`src/rtl/mem_access_arbiter_if.sv`:
```
// Bus bundle between the arbiter, its two clients (IFU, LSU) and the unified memory port.
// The master modport is the arbiter's view; slave is the view of the clients and memory.
interface mem_access_arbiter_if #(
    parameter int unsigned ADDR_WIDTH = 64,
    parameter int unsigned DATA_WIDTH = 64,
    parameter int unsigned INST_WIDTH = 32,
    parameter int unsigned LEN_WIDTH  = 8
);
    // IFU side
    logic                  iIfuReqValid;
    logic                  oIfuReqReady;
    logic [ADDR_WIDTH-1:0] iIfuAddr;
    logic                  oIfuRespValid;
    logic [INST_WIDTH-1:0] oIfuRdData;
    // LSU side
    logic                  iLsuReqValid;
    logic                  oLsuReqReady;
    logic                  iLsuWrEn;
    logic [ADDR_WIDTH-1:0] iLsuAddr;
    logic [DATA_WIDTH-1:0] iLsuWrData;
    logic [LEN_WIDTH-1:0]  iLsuWrLen;
    logic                  oLsuRespValid;
    logic [DATA_WIDTH-1:0] oLsuRdData;
    // Memory side
    logic                  oMemReqValid;
    logic                  iMemReqReady;
    logic                  oMemWrEn;
    logic [ADDR_WIDTH-1:0] oMemAddr;
    logic [DATA_WIDTH-1:0] oMemWrData;
    logic [LEN_WIDTH-1:0]  oMemLen;
    logic                  iMemRespValid;
    logic [DATA_WIDTH-1:0] iMemRdData;
    // Status
    logic                  oBusy;
    logic                  oTimeoutErr;

    modport master (
        input  iIfuReqValid, iIfuAddr,
        output oIfuReqReady, oIfuRespValid, oIfuRdData,
        input  iLsuReqValid, iLsuWrEn, iLsuAddr, iLsuWrData, iLsuWrLen,
        output oLsuReqReady, oLsuRespValid, oLsuRdData,
        output oMemReqValid, oMemWrEn, oMemAddr, oMemWrData, oMemLen,
        input  iMemReqReady, iMemRespValid, iMemRdData,
        output oBusy, oTimeoutErr
    );

    modport slave (
        output iIfuReqValid, iIfuAddr,
        input  oIfuReqReady, oIfuRespValid, oIfuRdData,
        output iLsuReqValid, iLsuWrEn, iLsuAddr, iLsuWrData, iLsuWrLen,
        input  oLsuReqReady, oLsuRespValid, oLsuRdData,
        input  oMemReqValid, oMemWrEn, oMemAddr, oMemWrData, oMemLen,
        output iMemReqReady, iMemRespValid, iMemRdData,
        input  oBusy, oTimeoutErr
    );
endinterface

```
`src/rtl/mem_access_arbiter.sv`:
```
// Shares one memory port between instruction fetch and load/store. One request in flight,
// round-robin on ties, response routed back to the owner, watchdog on a missing response.
module mem_access_arbiter #(
    parameter int unsigned ADDR_WIDTH     = 64,
    parameter int unsigned DATA_WIDTH     = 64,
    parameter int unsigned INST_WIDTH     = 32,
    parameter int unsigned LEN_WIDTH      = 8,
    parameter int unsigned TIMEOUT_CYCLES = 255
) (
    input logic                  iClock,
    input logic                  iReset,
    mem_access_arbiter_if.master bus
);
    typedef enum logic [1:0] {StIdle, StIssue, StWaitResp, StResp} state_e;

    localparam logic OwnerIfu = 1'b0;
    localparam logic OwnerLsu = 1'b1;
    localparam int unsigned CntWidth = (TIMEOUT_CYCLES > 1) ? $clog2(TIMEOUT_CYCLES + 1) : 1;
    localparam logic [CntWidth-1:0] TimeoutLimit = CntWidth'(TIMEOUT_CYCLES);

    state_e                state_q;
    logic                  owner_q;
    logic                  last_grant_q;
    logic                  mem_req_valid_q;
    logic                  wr_en_q;
    logic [ADDR_WIDTH-1:0] addr_q;
    logic [DATA_WIDTH-1:0] wr_data_q;
    logic [LEN_WIDTH-1:0]  len_q;
    logic [CntWidth-1:0]   cnt_q;
    logic                  timeout_err_q;
    logic                  ifu_resp_valid_q;
    logic                  lsu_resp_valid_q;
    logic [INST_WIDTH-1:0] ifu_rd_data_q;
    logic [DATA_WIDTH-1:0] lsu_rd_data_q;

    logic                  idle;
    logic                  ifu_win;
    logic                  lsu_win;
    logic                  resp_fire;
    logic                  timeout_hit;
    logic [DATA_WIDTH-1:0] resp_data;
    logic [CntWidth-1:0]   cnt_next;

    // Winner selection: a lone requester wins, on a tie the one not granted last time wins.
    always_comb begin
        idle    = (state_q == StIdle);
        ifu_win = bus.iIfuReqValid && (!bus.iLsuReqValid || last_grant_q == OwnerLsu);
        lsu_win = bus.iLsuReqValid && !ifu_win;
    end

    // Response completion: memory data, or zero data when the watchdog expires.
    always_comb begin
        resp_fire   = 1'b0;
        timeout_hit = 1'b0;
        resp_data   = bus.iMemRdData;
        cnt_next    = cnt_q + CntWidth'(1);
        if (state_q == StIssue && bus.iMemReqReady && bus.iMemRespValid) begin
            resp_fire = 1'b1;
        end
        if (state_q == StWaitResp) begin
            if (bus.iMemRespValid) begin
                resp_fire = 1'b1;
            end else if (TIMEOUT_CYCLES != 0 && cnt_next == TimeoutLimit) begin
                resp_fire   = 1'b1;
                timeout_hit = 1'b1;
                resp_data   = '0;
            end
        end
    end

    // Transaction FSM with registered memory-side and response outputs.
    always_ff @(posedge iClock or negedge iReset) begin
        if (!iReset) begin
            state_q          <= StIdle;
            owner_q          <= OwnerIfu;
            last_grant_q     <= OwnerLsu;
            mem_req_valid_q  <= 1'b0;
            wr_en_q          <= 1'b0;
            addr_q           <= '0;
            wr_data_q        <= '0;
            len_q            <= '0;
            cnt_q            <= '0;
            timeout_err_q    <= 1'b0;
            ifu_resp_valid_q <= 1'b0;
            lsu_resp_valid_q <= 1'b0;
            ifu_rd_data_q    <= '0;
            lsu_rd_data_q    <= '0;
        end else begin
            ifu_resp_valid_q <= 1'b0;
            lsu_resp_valid_q <= 1'b0;
            case (state_q)
                StIdle: begin
                    if (ifu_win || lsu_win) begin
                        owner_q         <= lsu_win;
                        last_grant_q    <= lsu_win;
                        mem_req_valid_q <= 1'b1;
                        state_q         <= StIssue;
                        if (lsu_win) begin
                            addr_q    <= bus.iLsuAddr;
                            wr_en_q   <= bus.iLsuWrEn;
                            wr_data_q <= bus.iLsuWrData;
                            len_q     <= bus.iLsuWrEn ? bus.iLsuWrLen : LEN_WIDTH'(8);
                        end else begin
                            addr_q    <= bus.iIfuAddr;
                            wr_en_q   <= 1'b0;
                            wr_data_q <= '0;
                            len_q     <= LEN_WIDTH'(4);
                        end
                    end
                end
                StIssue: begin
                    if (bus.iMemReqReady) begin
                        mem_req_valid_q <= 1'b0;
                        cnt_q           <= '0;
                        state_q         <= resp_fire ? StResp : StWaitResp;
                    end
                end
                StWaitResp: begin
                    if (resp_fire) begin
                        state_q <= StResp;
                    end else if (TIMEOUT_CYCLES != 0) begin
                        cnt_q <= cnt_next;
                    end
                end
                StResp: state_q <= StIdle;
                default: state_q <= StIdle;
            endcase
            if (timeout_hit) begin
                timeout_err_q <= 1'b1;
            end
            if (resp_fire) begin
                if (owner_q == OwnerLsu) begin
                    lsu_resp_valid_q <= 1'b1;
                    lsu_rd_data_q    <= resp_data;
                end else begin
                    ifu_resp_valid_q <= 1'b1;
                    ifu_rd_data_q    <= resp_data[INST_WIDTH-1:0];
                end
            end
        end
    end

    // Ready is gated by reset so every output reads zero while reset is held.
    assign bus.oIfuReqReady  = iReset && idle && ifu_win;
    assign bus.oLsuReqReady  = iReset && idle && lsu_win;
    assign bus.oIfuRespValid = ifu_resp_valid_q;
    assign bus.oIfuRdData    = ifu_rd_data_q;
    assign bus.oLsuRespValid = lsu_resp_valid_q;
    assign bus.oLsuRdData    = lsu_rd_data_q;
    assign bus.oMemReqValid  = mem_req_valid_q;
    assign bus.oMemWrEn      = wr_en_q;
    assign bus.oMemAddr      = addr_q;
    assign bus.oMemWrData    = wr_data_q;
    assign bus.oMemLen       = len_q;
    assign bus.oBusy         = (state_q != StIdle);
    assign bus.oTimeoutErr   = timeout_err_q;
endmodule

```
`src/flat_wrapper.sv`:
```
// flat-port wrapper written by rule: the top's interface ports become plain ports
module mem_access_arbiter_flat 
#(
    parameter int unsigned ADDR_WIDTH     = 64,
    parameter int unsigned DATA_WIDTH     = 64,
    parameter int unsigned INST_WIDTH     = 32,
    parameter int unsigned LEN_WIDTH      = 8,
    parameter int unsigned TIMEOUT_CYCLES = 255
)
  (iClock, iReset, bus_iIfuReqValid, bus_iIfuAddr, bus_oIfuReqReady, bus_oIfuRespValid, bus_oIfuRdData, bus_iLsuReqValid, bus_iLsuWrEn, bus_iLsuAddr, bus_iLsuWrData, bus_iLsuWrLen, bus_oLsuReqReady, bus_oLsuRespValid, bus_oLsuRdData, bus_oMemReqValid, bus_oMemWrEn, bus_oMemAddr, bus_oMemWrData, bus_oMemLen, bus_iMemReqReady, bus_iMemRespValid, bus_iMemRdData, bus_oBusy, bus_oTimeoutErr);
  mem_access_arbiter_if #(.ADDR_WIDTH(ADDR_WIDTH), .DATA_WIDTH(DATA_WIDTH), .INST_WIDTH(INST_WIDTH), .LEN_WIDTH(LEN_WIDTH)) bus_i ();
  input logic iClock;
  input logic iReset;
  input wire logic [$bits(bus_i.iIfuReqValid)-1:0] bus_iIfuReqValid;
  input wire logic [$bits(bus_i.iIfuAddr)-1:0] bus_iIfuAddr;
  output wire logic [$bits(bus_i.oIfuReqReady)-1:0] bus_oIfuReqReady;
  output wire logic [$bits(bus_i.oIfuRespValid)-1:0] bus_oIfuRespValid;
  output wire logic [$bits(bus_i.oIfuRdData)-1:0] bus_oIfuRdData;
  input wire logic [$bits(bus_i.iLsuReqValid)-1:0] bus_iLsuReqValid;
  input wire logic [$bits(bus_i.iLsuWrEn)-1:0] bus_iLsuWrEn;
  input wire logic [$bits(bus_i.iLsuAddr)-1:0] bus_iLsuAddr;
  input wire logic [$bits(bus_i.iLsuWrData)-1:0] bus_iLsuWrData;
  input wire logic [$bits(bus_i.iLsuWrLen)-1:0] bus_iLsuWrLen;
  output wire logic [$bits(bus_i.oLsuReqReady)-1:0] bus_oLsuReqReady;
  output wire logic [$bits(bus_i.oLsuRespValid)-1:0] bus_oLsuRespValid;
  output wire logic [$bits(bus_i.oLsuRdData)-1:0] bus_oLsuRdData;
  output wire logic [$bits(bus_i.oMemReqValid)-1:0] bus_oMemReqValid;
  output wire logic [$bits(bus_i.oMemWrEn)-1:0] bus_oMemWrEn;
  output wire logic [$bits(bus_i.oMemAddr)-1:0] bus_oMemAddr;
  output wire logic [$bits(bus_i.oMemWrData)-1:0] bus_oMemWrData;
  output wire logic [$bits(bus_i.oMemLen)-1:0] bus_oMemLen;
  input wire logic [$bits(bus_i.iMemReqReady)-1:0] bus_iMemReqReady;
  input wire logic [$bits(bus_i.iMemRespValid)-1:0] bus_iMemRespValid;
  input wire logic [$bits(bus_i.iMemRdData)-1:0] bus_iMemRdData;
  output wire logic [$bits(bus_i.oBusy)-1:0] bus_oBusy;
  output wire logic [$bits(bus_i.oTimeoutErr)-1:0] bus_oTimeoutErr;
  assign bus_i.iIfuReqValid = bus_iIfuReqValid;
  assign bus_i.iIfuAddr = bus_iIfuAddr;
  assign bus_oIfuReqReady = bus_i.oIfuReqReady;
  assign bus_oIfuRespValid = bus_i.oIfuRespValid;
  assign bus_oIfuRdData = bus_i.oIfuRdData;
  assign bus_i.iLsuReqValid = bus_iLsuReqValid;
  assign bus_i.iLsuWrEn = bus_iLsuWrEn;
  assign bus_i.iLsuAddr = bus_iLsuAddr;
  assign bus_i.iLsuWrData = bus_iLsuWrData;
  assign bus_i.iLsuWrLen = bus_iLsuWrLen;
  assign bus_oLsuReqReady = bus_i.oLsuReqReady;
  assign bus_oLsuRespValid = bus_i.oLsuRespValid;
  assign bus_oLsuRdData = bus_i.oLsuRdData;
  assign bus_oMemReqValid = bus_i.oMemReqValid;
  assign bus_oMemWrEn = bus_i.oMemWrEn;
  assign bus_oMemAddr = bus_i.oMemAddr;
  assign bus_oMemWrData = bus_i.oMemWrData;
  assign bus_oMemLen = bus_i.oMemLen;
  assign bus_i.iMemReqReady = bus_iMemReqReady;
  assign bus_i.iMemRespValid = bus_iMemRespValid;
  assign bus_i.iMemRdData = bus_iMemRdData;
  assign bus_oBusy = bus_i.oBusy;
  assign bus_oTimeoutErr = bus_i.oTimeoutErr;
  mem_access_arbiter #(.ADDR_WIDTH(ADDR_WIDTH), .DATA_WIDTH(DATA_WIDTH), .INST_WIDTH(INST_WIDTH), .LEN_WIDTH(LEN_WIDTH), .TIMEOUT_CYCLES(TIMEOUT_CYCLES)) u_core (.iClock(iClock), .iReset(iReset), .bus(bus_i));
endmodule
```
`config.mk`:
```
export PLATFORM = sky130hd
export DESIGN_NAME = mem_access_arbiter_flat
export DESIGN_NICKNAME = d
export VERILOG_FILES = /design/src/rtl/mem_access_arbiter_if.sv /design/src/rtl/mem_access_arbiter.sv /design/src/flat_wrapper.sv
export SDC_FILE = /design/constraint.sdc
export NUM_CORES = 1
export LEC_CHECK = 0
export CAP_MARGIN = 10
export CORE_AREA = 2 2 200 202
export CTS_CLUSTER_DIAMETER = 50
export DETAILED_ROUTE_END_ITERATION = 10
export DIE_AREA = 0 0 202 204
export GPL_TIMING_DRIVEN = 0
export HOLD_SLACK_MARGIN = 0.05
export PLACE_DENSITY = 0.68
export SLEW_MARGIN = 20
export SYNTH_ARGS = -nofsm -noshare
export SYNTH_HDL_FRONTEND = slang
export SYNTH_SLANG_ARGS = --single-unit
export TNS_END_PERCENT = 30
```
`constraint.sdc`:
```
create_clock -name iClock -period 3.15 [get_ports iClock]
set_clock_uncertainty 0.15 [all_clocks]
set_input_delay 0.63 -clock iClock [delete_from_list [all_inputs] [get_ports iClock]]
set_output_delay 0.63 -clock iClock [all_outputs]
set_load 0.01 [all_outputs]
```
**Word-level counts from Yosys, hierarchy flattened**

Cells that the tools add are included.

- Register bits: 249
- Input bits: 271
- Output and inout bits: 240
- Word-level logic and storage cells: 75

- Add/sub/neg operators: 1
- Eq/ne operators: 8
- Muxes and demuxes: 30
- Bitwise logic cells: 1
- Reductions and logical operators: 21

Operators by type and width:

| cell | number |
|---|---|
| $mux W64 | 5 |
| $mux W8 | 4 |
| $pmux W8 S2 | 1 |
| $mux W1 | 15 |
| $reduce_and A3 Y1 | 3 |
| $add A8 B1 Y8 const B | 1 |
| $eq A8 B8 Y1 const B | 1 |
| $pmux W2 S4 | 1 |
| $logic_and A1 B1 Y1 | 7 |
| $mux W2 | 3 |
| $ne A2 B2 Y1 const B | 3 |
| $reduce_and A2 Y1 | 3 |
| $reduce_bool A2 Y1 | 3 |
| $eq A2 B2 Y1 const B | 2 |
| $eq A2 B1 Y1 const B | 1 |
| $logic_not A1 Y1 | 2 |
| $logic_not A2 Y1 | 1 |
| $logic_or A1 B1 Y1 | 2 |
| $ne A2 B1 Y1 const B | 1 |
| $pmux W1 S2 | 1 |
| $not A1 Y1 | 1 |

**Depth between registers and ports, before layout**

Gate-level depths: netlist of run 1.

- Depth after elaboration: 10
- Gate-level depth with buffers: 9
- Gate-level depth less buffers: 8

**Worst setup path before layout of run 1**

OpenSTA, ideal clock, no wires.

- Path type: register to register
- Start point: register u_core.cnt_q[1]
- End point: register u_core.lsu_rd_data_q[15] (netlist: u_core.bus.oLsuRdData[15])
- Setup time: 0.125 ns
- Data arrival time: 2.197 ns
- Data required time: 2.875 ns
- Path slack: 0.677 ns
- Cell stages (with the launch flop): 10
- Path buffers: 2
- Clock period less this slack: 2.473 ns
- Path through: dfrtp_1 ha_1 nand3_2 or3b_1 and3_4 nor2_8 a41oi_2 buf_6 buf_6 mux2_4

- Cells in the longest elaborated chain, start to end: 6
- Elaborated cells on any way between the ends: 9
- Classes of those cells: add/sub: 1; eq/ne: 1; mux: 6; reduce/logical: 1

RTL lines:

| item | line | text |
|---|---|---|
| start, declared | mem_access_arbiter.sv:29 | `logic [CntWidth-1:0] cnt_q;` |
| start signal, assigned | mem_access_arbiter.sv:122 | `cnt_q <= cnt_next;` |
| $add A8 B1 Y8 * | mem_access_arbiter.sv:56 | `cnt_next = cnt_q + CntWidth'(1);` |
| $eq A8 B8 Y1 * | mem_access_arbiter.sv:63 | `end else if (TIMEOUT_CYCLES != 0 && cnt_next == TimeoutLimit) begin` |
| $mux W1 | mem_access_arbiter.sv:63 |  |
| $mux W1 | mem_access_arbiter.sv:61 | `if (bus.iMemRespValid) begin` |
| $mux W1 | mem_access_arbiter.sv:60 | `if (state_q == StWaitResp) begin` |
| $reduce_and A2 Y1 (no source line) | n/a |  |
| end signal, assigned | mem_access_arbiter.sv:134 | `lsu_rd_data_q <= resp_data;` |
| end, declared | mem_access_arbiter.sv:34 | `logic [DATA_WIDTH-1:0] lsu_rd_data_q;` |

Every way passes the cells marked *; elsewhere a longest branch is shown, timed or not.
A chain may end at the register's enable or synchronous reset.

**Worst setup path in the final report of run 1**

- Start point: input bus_iIfuReqValid
- End point: output bus_oLsuReqReady

- Cells in the longest elaborated chain, start to end: 4

RTL lines:

| item | line | text |
|---|---|---|
| start, declared | flat_wrapper.sv:14 | `input wire logic [$bits(bus_i.iIfuReqValid)-1:0] bus_iIfuReqValid;` |
| $logic_and A1 B1 Y1 | mem_access_arbiter.sv:47 | `ifu_win = bus.iIfuReqValid && (!bus.iLsuReqValid \|\| last_grant_q == OwnerLsu);` |
| $logic_not A1 Y1 | mem_access_arbiter.sv:48 | `lsu_win = bus.iLsuReqValid && !ifu_win;` |
| $logic_and A1 B1 Y1 | mem_access_arbiter.sv:48 |  |
| $logic_and A1 B1 Y1 | mem_access_arbiter.sv:145 | `assign bus.oLsuReqReady = iReset && idle && lsu_win;` |
| end, declared | flat_wrapper.sv:24 | `output wire logic [$bits(bus_i.oLsuReqReady)-1:0] bus_oLsuReqReady;` |

Every way passes these cells.

==> results by group, run 1 <==
Outcome
  • Status: finished, final reports clean

Global routing
  • Largest net degree at the start of global routing: 93
  • GRT met3 Usage: 4.29%
  • Vias in the first global route: 9347
  • Global-route wire length before repair: 56.1 mm
  • Total GRT Usage: 17.3%
  • Met2 Resource Use GR: 30.3%
  • Top Usage Layer GRT: met2
  • Met1 Track Usage GR: 21.2%
  • Initial antenna violation count: 2
  • Overflow after GRT: 0

Setup path
  • CP max FO: 10
  • Crit Path Category: in2out
  • Arrival time worst endpoint: 2.15 ns
  • Flop-to-flop setup slack: 0.30 ns
  • Worst setup EP type: output pin
  • Worst r2r src: u_core.cnt_q[1]
  • CP Data Required Time: 2.37 ns
  • Worst setup path startpoint: bus_iIfuReqValid
  • Crit start category: input pin

Placement
  • Placed cell areas: 16300 µm²
  • Routability congestion estimate: 0.851
  • DP Worst Slack: -0.903 ns
  • IO buf count: 509
  • DPL Wire Length: 28.1 mm

Timing
  • Min Tclk post-route: 2.93 ns
  • Final Setup Violations: 0
  • Slew Viols, Final: 0
  • Setup TNS: 0 ns
  • Fmax: 341 MHz
  • RSZ-0062 raised after global routing: no
  • Setup ws final: 0.216 ns
  • Slew HR: 44.0%
  • Hold Vio Cnt, Final: 0
  • Worst-margin pin slew: 0.840 ns
  • Crit share post-route: 93.1%

Power and ir drop
  • Switching Fraction: 32.6%
  • Pwr/cell area: 908 nW/µm²
  • Sw power: 5.16 mW
  • Cell Int Power: 10.7 mW
  • Flop pwr share: 33.9%
  • Maximum VDD drop: 461 µV
  • Static Leak: 7.56 nW
  • Clock power share: 23.5%
  • Combinational fraction of design power: 42.6%

Detailed routing
  • Drt wl/cell: 19.0 µm
  • Antenna viol nets, final: 0
  • Vias: 8889
  • Final Routed Wirelength: 36.9 mm
  • DR iter-0 viols: 358
  • Via density: 4.58
  • Residual DRC count: 0
  • First-pass iteration count of the detailed router: 4

Die
  • Die Wd: 202 µm
  • Die height: 204 µm
  • Initial Util: 26.6%
  • Core Box Area: 39200 µm²
  • Die area: 41200 µm²
  • I/O pin total: 511
  • Core Rows: 73

Synthesis
  • Fraction of registers with async set/reset: 100%
  • Netlist cell types: 54
  • FF+latch count, synth: 249
  • Sequential area share after synthesis: 59.7%
  • Ys Warns: 0
  • Synthesized area per cell: 12.4 µm²
  • Count of flip-flops with a built-in enable after synthesis: 0
  • Mapped Cells: 845
  • Syn nets: 1122
  • Ys flop type: dfrtp_1
  • Post-synthesis cell area: 10400 µm²

CTS
  • Num CTS Buffers: 31
  • H-Tree Depth: 1
  • CTS Sinks: 249
  • Clk root buf: clkbuf_16
  • Deepest clock path buffer count: 3
  • CTS tree: done
  • Clk_lat worst skew: 0.57 ns
  • Clock transition at path regs: 0.06 ns
  • Number of setup buffers added after CTS: 0

Final layout
  • Syn-to-layout area delta: 66.9%
  • Fillers: 3633
  • Fin nets: 1668
  • FF/Latch Area: 6230 µm²
  • Multi-input logic area: 3920 µm²
  • Layout cells sized above 1: 10.4%
  • Fin area: 17400 µm²

Hold path
  • Min-Delay Path Class: in2async

Flow run
  • Max Cap Viol: 0
final timing paths:
check	to	depth (start not counted)
max in group asynchronous	u_core.bus.oMemWrData[16]	4
worst max-delay path	bus_oLsuReqReady	6
worst min register to register	u_core.bus.oTimeoutErr	1
worst max register to register	u_core.cnt_q[1]	7
min in group iClock	u_core.bus.oTimeoutErr	1
worst min-delay path	u_core.bus.oIfuRdData[18]	2
cells by family (layout without fill, tap and decap cells):
kind of cell	Yosys count	after routing	synth area share, %
AOI/OAI and AO/OA	216	216	14.6
xor gates and xnor gates	3	3	0.252
adders and majority gates	6	6	0.719
buffers and inverters	70	640	2.83
DFF	249	249	59.7
muxes	128	128	13.7
other	0	1	0
and+or+nand+nor	173	173	8.22
placed cells by master (no fill, tap or decap), types with 4 or more instances in the layout:
master           netlist  final
a21o_1                 5      5
a21oi_1               10     10
a22o_1                96     96
and2_1                35     34
buf_1                 13     10
buf_16                 0      4
buf_2                  8     10
buf_6                  3      4
bufinv_16              0      4
clkbuf_1              35     39
clkbuf_16              0     31
clkbuf_8               0      6
clkdlybuf4s50_1        0    506
clkinv_4               0      4
dfrtp_1              248    248
ha_1                   6      5
inv_1                 10     10
mux2_2                47     47
mux2_4                17     17
mux2i_1               64     64
nand2_1               87     87
nand3_1               12     12
nor2_1                10      9
nor2b_1                4      4
o21ai_0               83     83
area by class of cell:
class	count	share of cell area, %
diodes	1	0.0144
plain buffers	58	1.52
clock buffers	45	5.10
clock inverters	12	1.11
inverters	11	0.237
multi-input cells	526	22.5
flip-flops and latches	249	35.8
well taps	525	3.77
repair buffers	514	30.0
per-layer routing:
metal	wire length, µm	share of wire [%]
met5	13	0.035
met4	961	2.6
met3	2550	6.9
met2	18500	50
met1	14900	40
what timing repair did:
action	in CTS	in global routing
endpoints found under the setup margin	119	71
hold buffers	2	0
resized for setup	11	5
endpoints found under the hold margin	84	0
per-stage QoR:
stage,cells,utilization (%),power (mW),hold WS [ns]
floorplan,845,-,8.13,0.184
global placement,1879,41.3,12.0,0.301
detailed placement,1882,41.5,12.2,0.257
CTS,1940,44.4,16.0,0.243
global route,1940,44.4,16.7,0.261
finish,1941,44.5,15.8,0.275
synthesized netlist by cell type (all sizes together) (4+ instances only):
cell,count,area share [%]
nor2,11,0.55
a22o,96,8.1
mux2,64,7.5
buf,24,1.2
ha,6,0.72
inv,11,0.40
nand2,87,3.1
a21o,5,0.36
a21oi,10,0.48
dfrtp,248,59
clkbuf,35,1.3
o21ai,85,4.1
nor2b,4,0.24
and2,35,2.1
mux2i,64,6.1
nand3,13,0.67
power by group through the flow:
stage	logic, mW	registers [mW]	clock network, mW
final	6.73	5.36	3.72
after detailed placement	6.78	5.39	0
after CTS	6.82	5.36	3.82
after global placement	6.67	5.35	0
after floorplan	2.22	5.91	0
after global routing	7.22	5.52	3.97
sequential cells by signal (all words and copies together), names as in the netlist:
name and flops:
u_core.state_q 2, u_core.owner_q 1, u_core.bus.oTimeoutErr 1, u_core.bus.oMemReqValid 1, u_core.bus.oMemWrEn 1, u_core.cnt_q 8, u_core.last_grant_q 1, u_core.bus.oMemLen 8
u_core.bus.oLsuRespValid 1, u_core.bus.oIfuRespValid 1, u_core.bus.oMemAddr 64, u_core.bus.oLsuRdData 64, u_core.bus.oIfuRdData 32, u_core.bus.oMemWrData 64
worst max-delay path, cell delays in order:
cell and delay, ns:
clkdlybuf4s50_1 0.48, nand2_1 0.12, and2_4 0.28, buf_6 0.19, and3_1 0.17, dlygate4sd2_1 0.29
Note: power is estimated with default switching activity, not from simulation.
==> inputs of run 2 (changes only) <==
--- a/config.mk
+++ b/config.mk
@@ -13,7 +13,6 @@
 export GPL_TIMING_DRIVEN = 0
 export HOLD_SLACK_MARGIN = 0.05
 export PLACE_DENSITY = 0.68
-export SLEW_MARGIN = 20
 export SYNTH_ARGS = -nofsm -noshare
 export SYNTH_HDL_FRONTEND = slang
 export SYNTH_SLANG_ARGS = --single-unit
==> run 2 against run 1 <==
Clock power shrank 5.6%. Routed wire length shrank 1.1%. Non-clock buffer count shrank 1. Sequential power is essentially flat. Critical path depth shrank 1. Total power shrank 1.5%. Worst setup slack lost 0.042 ns. Global-route usage shrank 0.25 points. Cell count shrank 0.31%. Clock-buffer cell count shrank 3. Critical path type unchanged. Critical endpoint is now bus_oIfuReqReady.
==> results by group, run 2 (synthesized netlist as in run 1, its figures left out) <==
Global routing
  • Global-route wire length before repair: 55.5 mm (was 56.1 mm)
  • Total GRT Usage: 17.0% (was 17.3%)
  • Initial antenna violation count: 2 (unchanged)
  • Overflow after GRT: 0 (unchanged)
  • Largest net degree at the start of global routing: 93 (unchanged)
  • Vias in the first global route: 9339 (was 9347)

Die
  • Die Wd: 202 µm (unchanged)
  • Core Rows: 73 (unchanged)
  • I/O pin total: 511 (unchanged)
  • Die area: 41200 µm² (unchanged)
  • Core Box Area: 39200 µm² (unchanged)
  • Die height: 204 µm (unchanged)
  • Initial Util: 26.6% (unchanged)

Hold path
  • Min-Delay Path Class: reg2reg (was in2async)
  • Hold Path Depth: 1
  • WHS Endpoint: u_core.bus.oTimeoutErr
  • Hold_sp: u_core.bus.oTimeoutErr

Timing
  • RSZ-0062 raised after global routing: no (unchanged)
  • Hold_ws: 0.323 ns (was 0.275 ns)
  • Slew HR: 43.9% (was 44.0%)
  • Fmax: 336 MHz (was 341 MHz)
  • Setup TNS: 0 ns (unchanged)
  • Min Tclk post-route: 2.98 ns (was 2.93 ns)
  • Slew Viols, Final: 0 (unchanged)
  • Hold Vio Cnt, Final: 0 (unchanged)
  • Worst-margin pin slew: 0.842 ns (was 0.840 ns)
  • Crit share post-route: 94.4% (was 93.1%)
  • Final Setup Violations: 0 (unchanged)

Final layout
  • Fin nets: 1667 (was 1668)
  • Most frequent cells in the layout: clkdlybuf4s50_1 (506), dfrtp_1 (248), a22o_1 (96), nand2_1 (87), o21ai_0 (83) (unchanged)
  • Util after Layout: 44.2% (was 44.5%)
  • Syn-to-layout area delta: 65.8% (was 66.9%)
  • Layout cells sized above 1: 10.1% (was 10.4%)
  • Fin area: 17300 µm² (was 17400 µm²)
  • Leading cell type in the layout, fill and taps excluded: clkdlybuf4s50_1 (unchanged)

Setup path
  • RR Endpoint: u_core.bus.oLsuRdData[22] (was u_core.cnt_q[1])
  • Flop-to-flop setup slack: 0.27 ns (was 0.30 ns)
  • CP Data Required Time: 2.37 ns (about the same)
  • Arrival time worst endpoint: 2.20 ns (was 2.15 ns)
  • CP max FO: 50 (was 10)
  • Crit Path Category: in2out (unchanged)
  • Worst r2r src: u_core.cnt_q[1] (unchanged)
  • Crit start category: input pin (unchanged)
  • Worst setup EP type: output pin (unchanged)
  • Reg2Reg Depth: 8 (was 7)

Detailed routing
  • DR iter-0 viols: 418 (was 358)
  • Residual DRC count: 0 (unchanged)
  • Drt wl/cell: 18.9 µm (was 19.0 µm)
  • First-pass iteration count of the detailed router: 5 (was 4)
  • Antenna viol nets, final: 0 (unchanged)
  • Vias: 8905 (was 8889)
  • Via density: 4.60 (was 4.58)
  • Final Routed Wirelength: 36.5 mm (was 36.9 mm)

Power and ir drop
  • Maximum VDD drop: 437 µV (was 461 µV)
  • Static Leak: 7.51 nW (was 7.56 nW)
  • Pwr/cell area: 900 nW/µm² (was 908 nW/µm²)

CTS
  • CTS Sinks: 249 (unchanged)
  • Clk_lat worst skew: 0.56 ns (was 0.57 ns)
  • Clock transition at path regs: 0.06 ns (about the same)
  • CTS tree: done (unchanged)
  • H-Tree Depth: 1 (unchanged)
  • Deepest clock path buffer count: 3 (unchanged)
  • Clk root buf: clkbuf_16 (unchanged)
  • Number of setup buffers added after CTS: 0 (unchanged)
  • Num CTS Buffers: 31 (unchanged)

Flow run
  • Max Cap Viol: 0 (unchanged)

Placement
  • DPL Wire Length: 27.9 mm (was 28.1 mm)
  • IO buf count: 509 (unchanged)
  • Routability congestion estimate: 0.851 (unchanged)
  • Placed cell areas: 16300 µm² (about the same)

Outcome
  • Status: finished, final reports clean (unchanged)
## run 2: cell types whose count changed in the layout (fill, tap and decap cells not counted), sizes merged
cell,before,now
clkinv,6,4
inv,12,13
clkbuf,79,76
bufinv,4,3
buf,29,28
## run 2: metrics by stage
stage | std cells | power, mW | setup WS [ns]
after floorplan | 845 | 8.13 | 0.677
after global placement | 1879 | 12.0 | -9.74
after detailed placement | 1881 | 12.2 | -0.931
after CTS | 1932 | 15.8 | 0.0611
after global routing | 1934 | 16.5 | 0.0230
final | 1935 | 15.6 | 0.175
## run 2: area by class of cell
class	instances	area, µm²
Fill cell	3615	21900
Sequential cell	249	6230
Timing Repair Buffer	513	5190
Multi-Input combinational cell	526	3920
Clock buffer	42	857
Tap cell	525	657
Buffer	58	264
Clock inverter	10	145
Inverter	11	41.3
Antenna cell	1	2.50
## run 2: power by group
part	internal [mW]	switching [mW]	total, mW
sequential	4.57	0.793	5.36
clock	2.14	1.37	3.51
combinational	3.79	2.92	6.71
## run 2: layer usage
layer  share of wire [%]  global-route usage [%]
met5               0.036                       0
met4                 3.0                    5.99
met3                 6.5                    3.52
met2                  50                    29.3
met1                  41                    21.2
## run 2: worst max path at each step
stage	start	cells after the start	to	slack, ns
4_1_cts	u_core.state_q[0]	5	bus_oIfuReqReady	0.06
2_1_floorplan	u_core.cnt_q[1]	9	u_core.bus.oLsuRdData[15]	0.68
6_report	iReset	5	bus_oIfuReqReady	0.17
5_1_grt	u_core.cnt_q[1]	8	u_core.bus.oIfuRdData[18]	0.02
3_3_place_gp	iReset	1	u_core.bus.oMemWrData[2]	-9.74
3_5_place_dp	bus_iIfuReqValid	7	bus_oLsuReqReady	-0.93
## run 2: what timing repair did
action                                 CTS  global route
setup endpoints to repair              119             1
cloned                                   0             0
endpoints found under the hold margin   84            40
pin swaps                                0             0
resized for setup                       13             1
## run 2: critical path: stages
cell	delay (ns)
dlygate4sd3_1	0.58
buf_8	0.38
nand3_1	0.14
a21oi_1	0.13
dlymetal6s2s_1	0.26
